**src/rtl/galaxian_pkg.sv**
```systemverilog
// Shared types and constants for the alien formation march and dive logic.
`timescale 1ns/1ps
package galaxian_pkg;

  typedef enum logic [1:0] {
    CTRL_HOLD       = 2'b00,
    CTRL_MARCH_SLOW = 2'b01,
    CTRL_MARCH_FAST = 2'b10,
    CTRL_FREEZE     = 2'b11
  } alien_ctrl_e;

  typedef enum logic [1:0] {
    S_IDLE   = 2'd0,
    S_DIVE   = 2'd1,
    S_RETURN = 2'd2
  } dive_state_e;

  localparam logic [9:0] X_MIN          = 10'd64;
  localparam logic [9:0] X_MAX          = 10'd320;
  localparam logic [9:0] Y_DROP         = 10'd8;
  localparam logic [9:0] Y_MAX          = 10'd200;
  localparam logic [9:0] DIVE_FLOOR     = 10'd440;
  localparam logic [9:0] X_RESET        = 10'd192;
  localparam logic [9:0] Y_RESET        = 10'd40;
  localparam logic [9:0] STEP_SLOW      = 10'd1;
  localparam logic [9:0] STEP_FAST      = 10'd2;
  localparam logic [9:0] DIVE_DOWN_STEP = 10'd3;
  localparam logic [9:0] DIVE_UP_STEP   = 10'd4;
  localparam logic [3:0] CT_ABORT       = 4'd12;
  localparam logic [3:0] LAST_ALIEN     = 4'd11;

endpackage

```
**src/rtl/alien_dive_fsm.sv**
```systemverilog
// Dive sequencer: one alien leaves the formation, drops to the floor and climbs back.
//   state    | meaning
//   S_IDLE   | no alien diving; dive_y parked at last formation row
//   S_DIVE   | alien descending 3 px per frame until the floor
//   S_RETURN | alien climbing 4 px per frame back to the formation
`timescale 1ns/1ps
module alien_dive_fsm
  import galaxian_pkg::*;
(
  input  logic       Clk,
  input  logic       Reset,
  input  logic       frame_tick,
  input  logic       abort,
  input  logic       launch,
  input  logic [9:0] target_y,
  output logic       dive_active,
  output logic [3:0] dive_alien,
  output logic [9:0] dive_y
);

  dive_state_e state, state_next;
  logic [9:0]  dy_next;
  logic [3:0]  alien_next;

  always_ff @(posedge Clk or posedge Reset) begin
    if (Reset) begin
      state      <= S_IDLE;
      dive_y     <= Y_RESET;
      dive_alien <= 4'd0;
    end else if (frame_tick) begin
      state      <= state_next;
      dive_y     <= dy_next;
      dive_alien <= alien_next;
    end
  end

  // target_y is the formation row after this frame's update, so the alien
  // launches from and lands on the row the formation will occupy.
  always_comb begin
    state_next = state;
    dy_next    = dive_y;
    alien_next = dive_alien;
    if (abort) begin
      state_next = S_IDLE;
    end else begin
      case (state)
        S_IDLE: begin
          if (launch) begin
            state_next = S_DIVE;
            dy_next    = target_y;
          end
        end
        S_DIVE: begin
          dy_next = dive_y + DIVE_DOWN_STEP;
          if (dy_next >= DIVE_FLOOR) state_next = S_RETURN;
        end
        S_RETURN: begin
          if (dive_y <= target_y + DIVE_UP_STEP) begin
            state_next = S_IDLE;
            dy_next    = target_y;
            alien_next = (dive_alien == LAST_ALIEN) ? 4'd0 : dive_alien + 4'd1;
          end else begin
            dy_next = dive_y - DIVE_UP_STEP;
          end
        end
        default: state_next = S_IDLE;
      endcase
    end
  end

  assign dive_active = (state != S_IDLE);

endmodule

```
**src/rtl/alien_formation_motion.sv**
```systemverilog
// Formation march (X bounce with row drop), frame counter and dive launch.
`timescale 1ns/1ps
module alien_formation_motion
  import galaxian_pkg::*;
(
  input  logic       Clk,
  input  logic       Reset,
  input  logic       frame_tick,
  input  logic [1:0] alien_control,
  input  logic [3:0] CT,
  output logic [9:0] formation_x,
  output logic [9:0] formation_y,
  output logic       march_dir,
  output logic       dive_active,
  output logic [3:0] dive_alien,
  output logic [9:0] dive_y
);

  alien_ctrl_e ctrl;
  logic        abort, marching, wrap, dir_next;
  logic [9:0]  step, x_next, y_next, y_dropped;
  logic [5:0]  frame_cnt;

  assign ctrl = alien_ctrl_e'(alien_control);

  always_comb begin
    abort     = (ctrl == CTRL_FREEZE) || (CT >= CT_ABORT);
    marching  = !abort && (ctrl == CTRL_MARCH_SLOW || ctrl == CTRL_MARCH_FAST);
    step      = (ctrl == CTRL_MARCH_FAST) ? STEP_FAST : STEP_SLOW;
    y_dropped = (formation_y > Y_MAX - Y_DROP) ? Y_MAX : formation_y + Y_DROP;
    x_next    = formation_x;
    y_next    = formation_y;
    dir_next  = march_dir;
    if (marching) begin
      if (!march_dir) begin
        if (formation_x + step > X_MAX) begin
          x_next   = X_MAX;
          dir_next = 1'b1;
          y_next   = y_dropped;
        end else begin
          x_next = formation_x + step;
        end
      end else begin
        if (formation_x < X_MIN + step) begin
          x_next   = X_MIN;
          dir_next = 1'b0;
          y_next   = y_dropped;
        end else begin
          x_next = formation_x - step;
        end
      end
    end
    wrap = marching && (frame_cnt == 6'd63);
  end

  always_ff @(posedge Clk or posedge Reset) begin
    if (Reset) begin
      formation_x <= X_RESET;
      formation_y <= Y_RESET;
      march_dir   <= 1'b0;
      frame_cnt   <= 6'd0;
    end else if (frame_tick) begin
      formation_x <= x_next;
      formation_y <= y_next;
      march_dir   <= dir_next;
      if (marching) frame_cnt <= frame_cnt + 6'd1;
    end
  end

  alien_dive_fsm u_dive (
    .Clk         (Clk),
    .Reset       (Reset),
    .frame_tick  (frame_tick),
    .abort       (abort),
    .launch      (wrap),
    .target_y    (y_next),
    .dive_active (dive_active),
    .dive_alien  (dive_alien),
    .dive_y      (dive_y)
  );

endmodule

```
**config.mk**
```make
export PLATFORM = sky130hd
export DESIGN_NAME = alien_formation_motion
export DESIGN_NICKNAME = d
export VERILOG_FILES = /design/src/rtl/galaxian_pkg.sv /design/src/rtl/alien_dive_fsm.sv /design/src/rtl/alien_formation_motion.sv
export SDC_FILE = /design/constraint.sdc
export NUM_CORES = 1
export LEC_CHECK = 0
export CAP_MARGIN = 10
export CORE_MARGIN = 2
export CORE_UTILIZATION = 57
export CTS_CLUSTER_SIZE = 30
export DETAILED_ROUTE_END_ITERATION = 7
export PLACE_DENSITY = 0.81
export SYNTH_ARGS = -nofsm -noshare
export SYNTH_HDL_FRONTEND = slang
export SYNTH_HIERARCHICAL = 1
export SYNTH_SLANG_ARGS = --single-unit
export TNS_END_PERCENT = 10
```
**constraint.sdc**
```tcl
create_clock -name Clk -period 6.2 [get_ports Clk]
set_clock_uncertainty 0.15 [all_clocks]
set_input_delay 0.93 -clock Clk [delete_from_list [all_inputs] [get_ports Clk]]
set_output_delay 0.93 -clock Clk [all_outputs]
set_load 0.05 [all_outputs]
```
* Word-level counts from Yosys, hierarchy flattened
Cells that the tools add are included.
** Operators by class
- Reduce and logical (&&, ||, !) cells :: 12
- Muxes and demuxes :: 21
- Order comparisons :: 6
- Bitwise gates (word level) :: 1
- Add/subtract/negate cells :: 9
- Eq/ne operators :: 11
** Operator list (number)
- two-way mux 10 bit :: 10
- case mux 10 bit (3 select lines) :: 1
- AND reduction 4 bit :: 3
- adder 10 x 2 -> 10 bit :: 1
- adder 10 x 2 -> 10 bit (second input constant) :: 1
- adder 10 x 3 -> 10 bit (second input constant) :: 1
- adder 10 x 4 -> 10 bit (second input constant) :: 1
- greater-or-equal comparator 10 x 9 -> 1 bit (second input constant) :: 1
- greater-than comparator 10 x 8 -> 1 bit (second input constant) :: 1
- greater-than comparator 10 x 9 -> 1 bit (second input constant) :: 1
- less-or-equal comparator 10 bit :: 1
- < comparator 10 x 8 -> 1 bit :: 1
- two-way mux 2 bit :: 5
- subtractor 10 x 2 -> 10 bit :: 1
- subtractor 10 x 3 -> 10 bit (second input constant) :: 1
- inequality test 3 x 2 -> 1 bit (second input constant) :: 3
- adder 7 x 2 -> 8 bit (first input constant) :: 1
- adder 6 x 1 -> 6 bit (second input constant) :: 1
- equality test 2 bit (second input constant) :: 3
- equality test 6 bit (second input constant) :: 1
- case mux 2 bit (3 select lines) :: 1
- adder 4 x 1 -> 4 bit (second input constant) :: 1
- equality test 2 x 1 -> 1 bit (second input constant) :: 2
- equality test 4 bit (second input constant) :: 1
- 12 further kinds :: 16
** Word-level totals
- Input port bits :: 9
- Bits in registers :: 43
- Output and inout bits :: 36
- Word-level logic and storage cells :: 67

* Depth between registers and ports, before layout
- Word-level depth :: 12
- Mapped depth :: 24
- Depth with buffers taken out :: 23

* Cells and area by module
Netlist, hierarchy kept.
** By module, submodules not included
- alien_formation_motion :: seq. area each 680.7 um2, instances 1, area an instance 2092.0 um2, cells an instance 226
- alien_dive_fsm :: seq. area each 402.9 um2, instances 1, area an instance 1710.4 um2, cells an instance 208

* Least setup slack after synthesis
No wires, ideal clock.
- Path type :: input-to-reg
- Start point :: in alien_control[0]
- End point :: reg u_dive.state[1]
- Stages :: 22
- Setup time :: 0.126 ns
- Arrival :: 5.575 ns
- Buffers on the path :: 0
- Required time :: 5.924 ns
- Setup slack :: 0.349 ns
- Cell sequence :: inv_1 ha_1 inv_1 ha_1 fa_1 nand3_2 nor2_4 xnor2_1 nor4_4 a32oi_4 nand3_4 mux2_2 ha_1 and3_1 xnor2_1 ha_1 nand3_1 or2_2 o21a_1 a211oi_4 and4b_1 a221o_1
** On the way
- Longest elaborated chain between the ends :: 11
- Elaborated cells between the ends (all ways) :: 24
- Classes of those cells :: add/sub (3); order compare (3); eq/ne (6); mux (6); reduce/logical (6)
** RTL lines
- from (decl) :: line alien_formation_motion.sv:9 : input logic [1:0] alien_control,
- equality test 2 bit :: line alien_formation_motion.sv:28, alien_formation_motion.sv:29
- two-way mux 2 bit :: line alien_formation_motion.sv:29 : step = (ctrl == CTRL_MARCH_FAST) ? STEP_FAST : STEP_SLOW;
- adder 10 x 2 -> 10 bit or adder 7 x 2 -> 8 bit (tied branches) :: line alien_formation_motion.sv:36, alien_formation_motion.sv:44
- greater-than comparator 10 x 9 -> 1 bit or < comparator 10 x 8 -> 1 bit (tied branches) :: line alien_formation_motion.sv:36, alien_formation_motion.sv:44
- two-way mux 10 bit (on tied branches) :: line alien_formation_motion.sv:36, alien_formation_motion.sv:44
- two-way mux 10 bit :: line alien_formation_motion.sv:35 : if (!march_dir) begin
- two-way mux 10 bit (*) :: line alien_formation_motion.sv:34 : if (marching) begin
- named net y_next[3] :: line alien_formation_motion.sv:21 : logic [9:0] step, x_next, y_next, y_dropped;
- adder 10 x 3 -> 10 bit (*) :: line alien_dive_fsm.sv:58 : if (dive_y <= target_y + DIVE_UP_STEP) begin
- less-or-equal comparator 10 bit (*) :: line alien_dive_fsm.sv:58
- inequality test 3 x 2 -> 1 bit (no line) (*)
- AND reduction 4 bit (no line) (*)
- to (signal assigned) :: line alien_dive_fsm.sv:31 : state <= state_next;
- to (decl) :: line alien_dive_fsm.sv:21 : dive_state_e state, state_next;
The timed path passes the listed nets; every way through them passes the cells marked *.
A chain may end at the register's enable or synchronous reset.

* Worst setup path after layout
- Start point :: in alien_control[1]
- End point :: reg u_dive.state[1]
Same word-level chain as after synthesis.

==> results.cfg <==
[synthesis]
synth_xor_area_share_pct = 5.989
synth-edff-count = 0
synth-simple-area-share_pct = 23.49
syn_inst = 434
synth_ff_type = dfrtp_1
ys_types = 75
netlist_area_um2 = 3802
synth_compound_area_share_pct = 24.28
synth_fa_ha_area_share_pct = 9.937
synth.net_count = 472
synth_warnings = 6
avgSynthCellArea_um2 = 8.761
async_reset_ff_share_pct = 100.0
synthMuxAreaShare_pct = 2.863
ys_seq_area_share_pct = 28.50
ys_ff_latch = 43
synth_top_family_by_area = compound AO/OA/AOI/OAI gates

[worst_setup_path]
max_stage_delay_ns = 0.49
slowest_stage = clkdlybuf4s50_1
cp.depth = 23
rrSetupSlack_ns = 1.05
ff2ff_path_depth = 19
cpLargestDelayFamily = compound AO/OA/AOI/OAI gates
crit_fanout = 6
r2r_start = formation_x[7]
cp-start-kind = primary input
reg2reg_to = u_dive/state[1]
cp.arrival_ns = 6.02
crit_type = primary input to flop
cp.required_ns = 6.24
crit_end = u_dive/state[1]
crit_chain = clkdlybuf4s50_1 > ha_2 > inv_2 > ha_4 > fa_2 > buf_4 > and3_1 > a211o_1 > a32oi_4 > nand3_4 > buf_4 > o21a_1 > ha_1 > and3_4 > nand3_1 > xor2_1 > ha_1 > and3_4 > o21ai_2 > o21a_1 > a211oi_4 > and4b_1 > a221o_1
crit_buf_inv = 4
startpoint = alien_control[1]
end_kind = flop

[global_routing]
grt_max_degree = 28
grt.met1_usage_pct = 36.50
gr-usage-met3_pct = 4.042
overflow = 0
met2_usage_pct = 46.88
antenna_found_initial = 0
grt_pass1_vias = 3515
grt_pass1_wl_um = 16530
busiest_layer = met2
grt_use_total_pct = 27.24

[die]
die_height_um = 85.68
initial_core_util_pct = 59.54
rows = 29
core_um2 = 6386
die_area_um2 = 7340
pin_count = 45
die_w_um = 85.68

[detailed_routing]
wirelength_um = 10180
drtAntennaViolNets = 0
drc = 0
dr.pass1.iters = 5
vias = 3698
wl_per_cell_um = 17.35
viasPerCell = 6.300
first_iter_violations = 313

[finish]
layout_commonest_cell = buf_4
drive_gt1_share_pct = 21.18
nFillCells = 473
final_nets = 547
finish.instance_area_um2 = 4780
antenna_cells_inserted = 0
areaGrowthSynthToFinish_pct = 25.70
final_cell_mix = buf_4 (43), clkdlybuf4s50_1 (42), dfrtp_1 (37)

[place]
gp_congestion = 0.9387
pre_cts_ws_ns = -0.2747
numPortBuffers = 42
dp_hpwl_um = 7217
postPlaceCellArea_um2 = 4511

[worst_hold_path]
hp-class = flop to flop
min_from = frame_cnt[5]

[timing]
setup_tns_ns = 0
finalHoldViolCount = 0
setup_ws_ns = 0.2269
finalSetupViolCount = 0
final_max_slew_viol_count = 0
fmax_mhz = 167.4
tightest_slew_ns = 1.076
slew_headroom_pct = 28.17
period_needed_ns = 5.973
fin_crit_sh_pct = 96.34

[cts]
h-tree-depth = 2
cts_root_buf = clkbuf_8
clk_pin_slew_ns = 0.09
cts_hold_buf = 0
clockBufferDepth = 2
numCtsBuffers = 5
clock-sinks = 43
clk_latency_ns = 0.30
cts_tree = yes

[power]
p_leak_nw = 1.940
ir_worst_vdd_uv = 336.6
p_per_area_nw_per_um2 = 472.1

[job]
maxCapViolCount = 0

[outcome]
status = finished, final reports clean
[sequential cells by signal (all words and copies together) (netlist names)]
signal / cells
formation_x: 10
formation_y: 10
frame_cnt: 6
march_dir: 1
u_dive/dive_alien: 4
u_dive/dive_y: 10
u_dive/state: 2
[per-stage QoR]
| stage | hold slack (ns) | util (%) | cells | power [W] |
|---|---|---|---|---|
| final | 0.3469 | 74.84 | 587 | 0.002256 |
| after CTS | 0.3525 | 72.10 | 579 | 0.002163 |
| after global placement | 0.3237 | 70.63 | 571 | 0.001915 |
| after floorplan | 0.2952 | - | 434 | 0.001529 |
| after detailed placement | 0.3388 | 70.63 | 571 | 0.001961 |
| after global routing | 0.3781 | 74.84 | 587 | 0.002405 |
[cell type report]
cell class	count	area (um^2)	share of cell area, %
repair buffers	87	765.7	16.02
flip-flops and latches	43	1084	22.67
inverters	27	101.3	2.120
well taps	77	96.34	2.016
clock buffers	5	68.82	1.440
multi-input cells	345	2640	55.24
clock inverters	3	23.77	0.4974
[synth_stat cells (3+ instances only)]
| library cell | instances | area share, % |
|---|---|---|
| dfrtp_1 | 37 | 24 |
| nand2_1 | 32 | 3.2 |
| nor2_1 | 30 | 3.0 |
| ha_1 | 27 | 8.9 |
| inv_1 | 27 | 2.7 |
| a21oi_1 | 23 | 3.0 |
| nand3_1 | 19 | 2.5 |
| o21ai_0 | 19 | 2.5 |
| xnor2_1 | 19 | 4.4 |
| and2_1 | 11 | 1.8 |
| clkbuf_1 | 11 | 1.1 |
| nor3_1 | 9 | 1.2 |
| o21a_1 | 9 | 1.8 |
| or3_1 | 8 | 1.3 |
| mux2_2 | 7 | 2.1 |
| nor2b_1 | 7 | 1.2 |
| xor2_1 | 7 | 1.6 |
| dfstp_2 | 6 | 4.1 |
| nor4_1 | 6 | 0.99 |
| a211oi_1 | 5 | 0.99 |
| and3_1 | 5 | 0.82 |
| buf_2 | 5 | 0.66 |
| nand4_1 | 5 | 0.82 |
| o211ai_1 | 5 | 0.99 |
| a211o_1 | 4 | 0.92 |
| o221ai_1 | 4 | 0.92 |
| or2_2 | 4 | 0.66 |
| a21o_1 | 3 | 0.59 |
| a221o_1 | 3 | 0.79 |
| a221oi_1 | 3 | 0.69 |
| a22oi_1 | 3 | 0.59 |
| a31o_2 | 3 | 0.69 |
| a31oi_1 | 3 | 0.49 |
| mux2i_1 | 3 | 0.79 |
| nand2b_1 | 3 | 0.49 |
| nand3b_1 | 3 | 0.59 |
| o2111ai_1 | 3 | 0.69 |
| o21bai_1 | 3 | 0.59 |
[worst register-to-register path, delay by kind of cell, from the launching register on]
| kind | cells | cell delay, ns |
|---|---|---|
| buffers and inverters | 1 | 0.18 |
| DFF | 1 | 0.75 |
| AOI/OAI and AO/OA | 8 | 1.93 |
| and+or+nand+nor | 7 | 1.39 |
| xor gates and xnor gates | 1 | 0.07 |
| adders and majority gates | 2 | 0.58 |
[routing by layer]
layer | part of all wire, % | up-vias | wire length [um]
li1 | - | 1745 | -
met1 | 42 | 1757 | 4299
met4 | 1.6 | 0 | 158
met3 | 6.4 | 25 | 650
met5 | 0 | - | 0
met2 | 50 | 171 | 5073
[cells by family (layout without fill, tap and decap cells)]
family	count (synthesis)	count (layout)
AND/OR/NAND/NOR	159	159
flip-flops	43	43
buffers and inverters	46	122
AO/OA/AOI/OAI	121	121
multiplexers	10	10
adder cells (fa/ha/maj)	29	29
XOR/XNOR	26	26
[worst min-delay path by stage]
stage / depth (start not counted) / slack (ns) / end
2_1_floorplan: 1 / 0.30 / frame_cnt[5]
3_3_place_gp: 1 / 0.32 / frame_cnt[5]
3_5_place_dp: 1 / 0.34 / frame_cnt[5]
4_1_cts: 1 / 0.35 / frame_cnt[5]
5_1_grt: 1 / 0.38 / frame_cnt[4]
6_report: 1 / 0.35 / frame_cnt[5]
[what timing repair did]
item | 4_1_cts | 5_1_grt
gates resized for setup | 1 | 30
setup buffers | 0 | 7
pin swaps | 0 | 13
setup endpoints to repair | 1 | 16
gates cloned | 0 | 1
[where the power goes]
part           internal [W]  switching, W
registers          0.000383      0.000207
clock network     0.0000807      0.000110
logic              0.000604      0.000871
No activity file was read; power rests on OpenSTA's default activity.
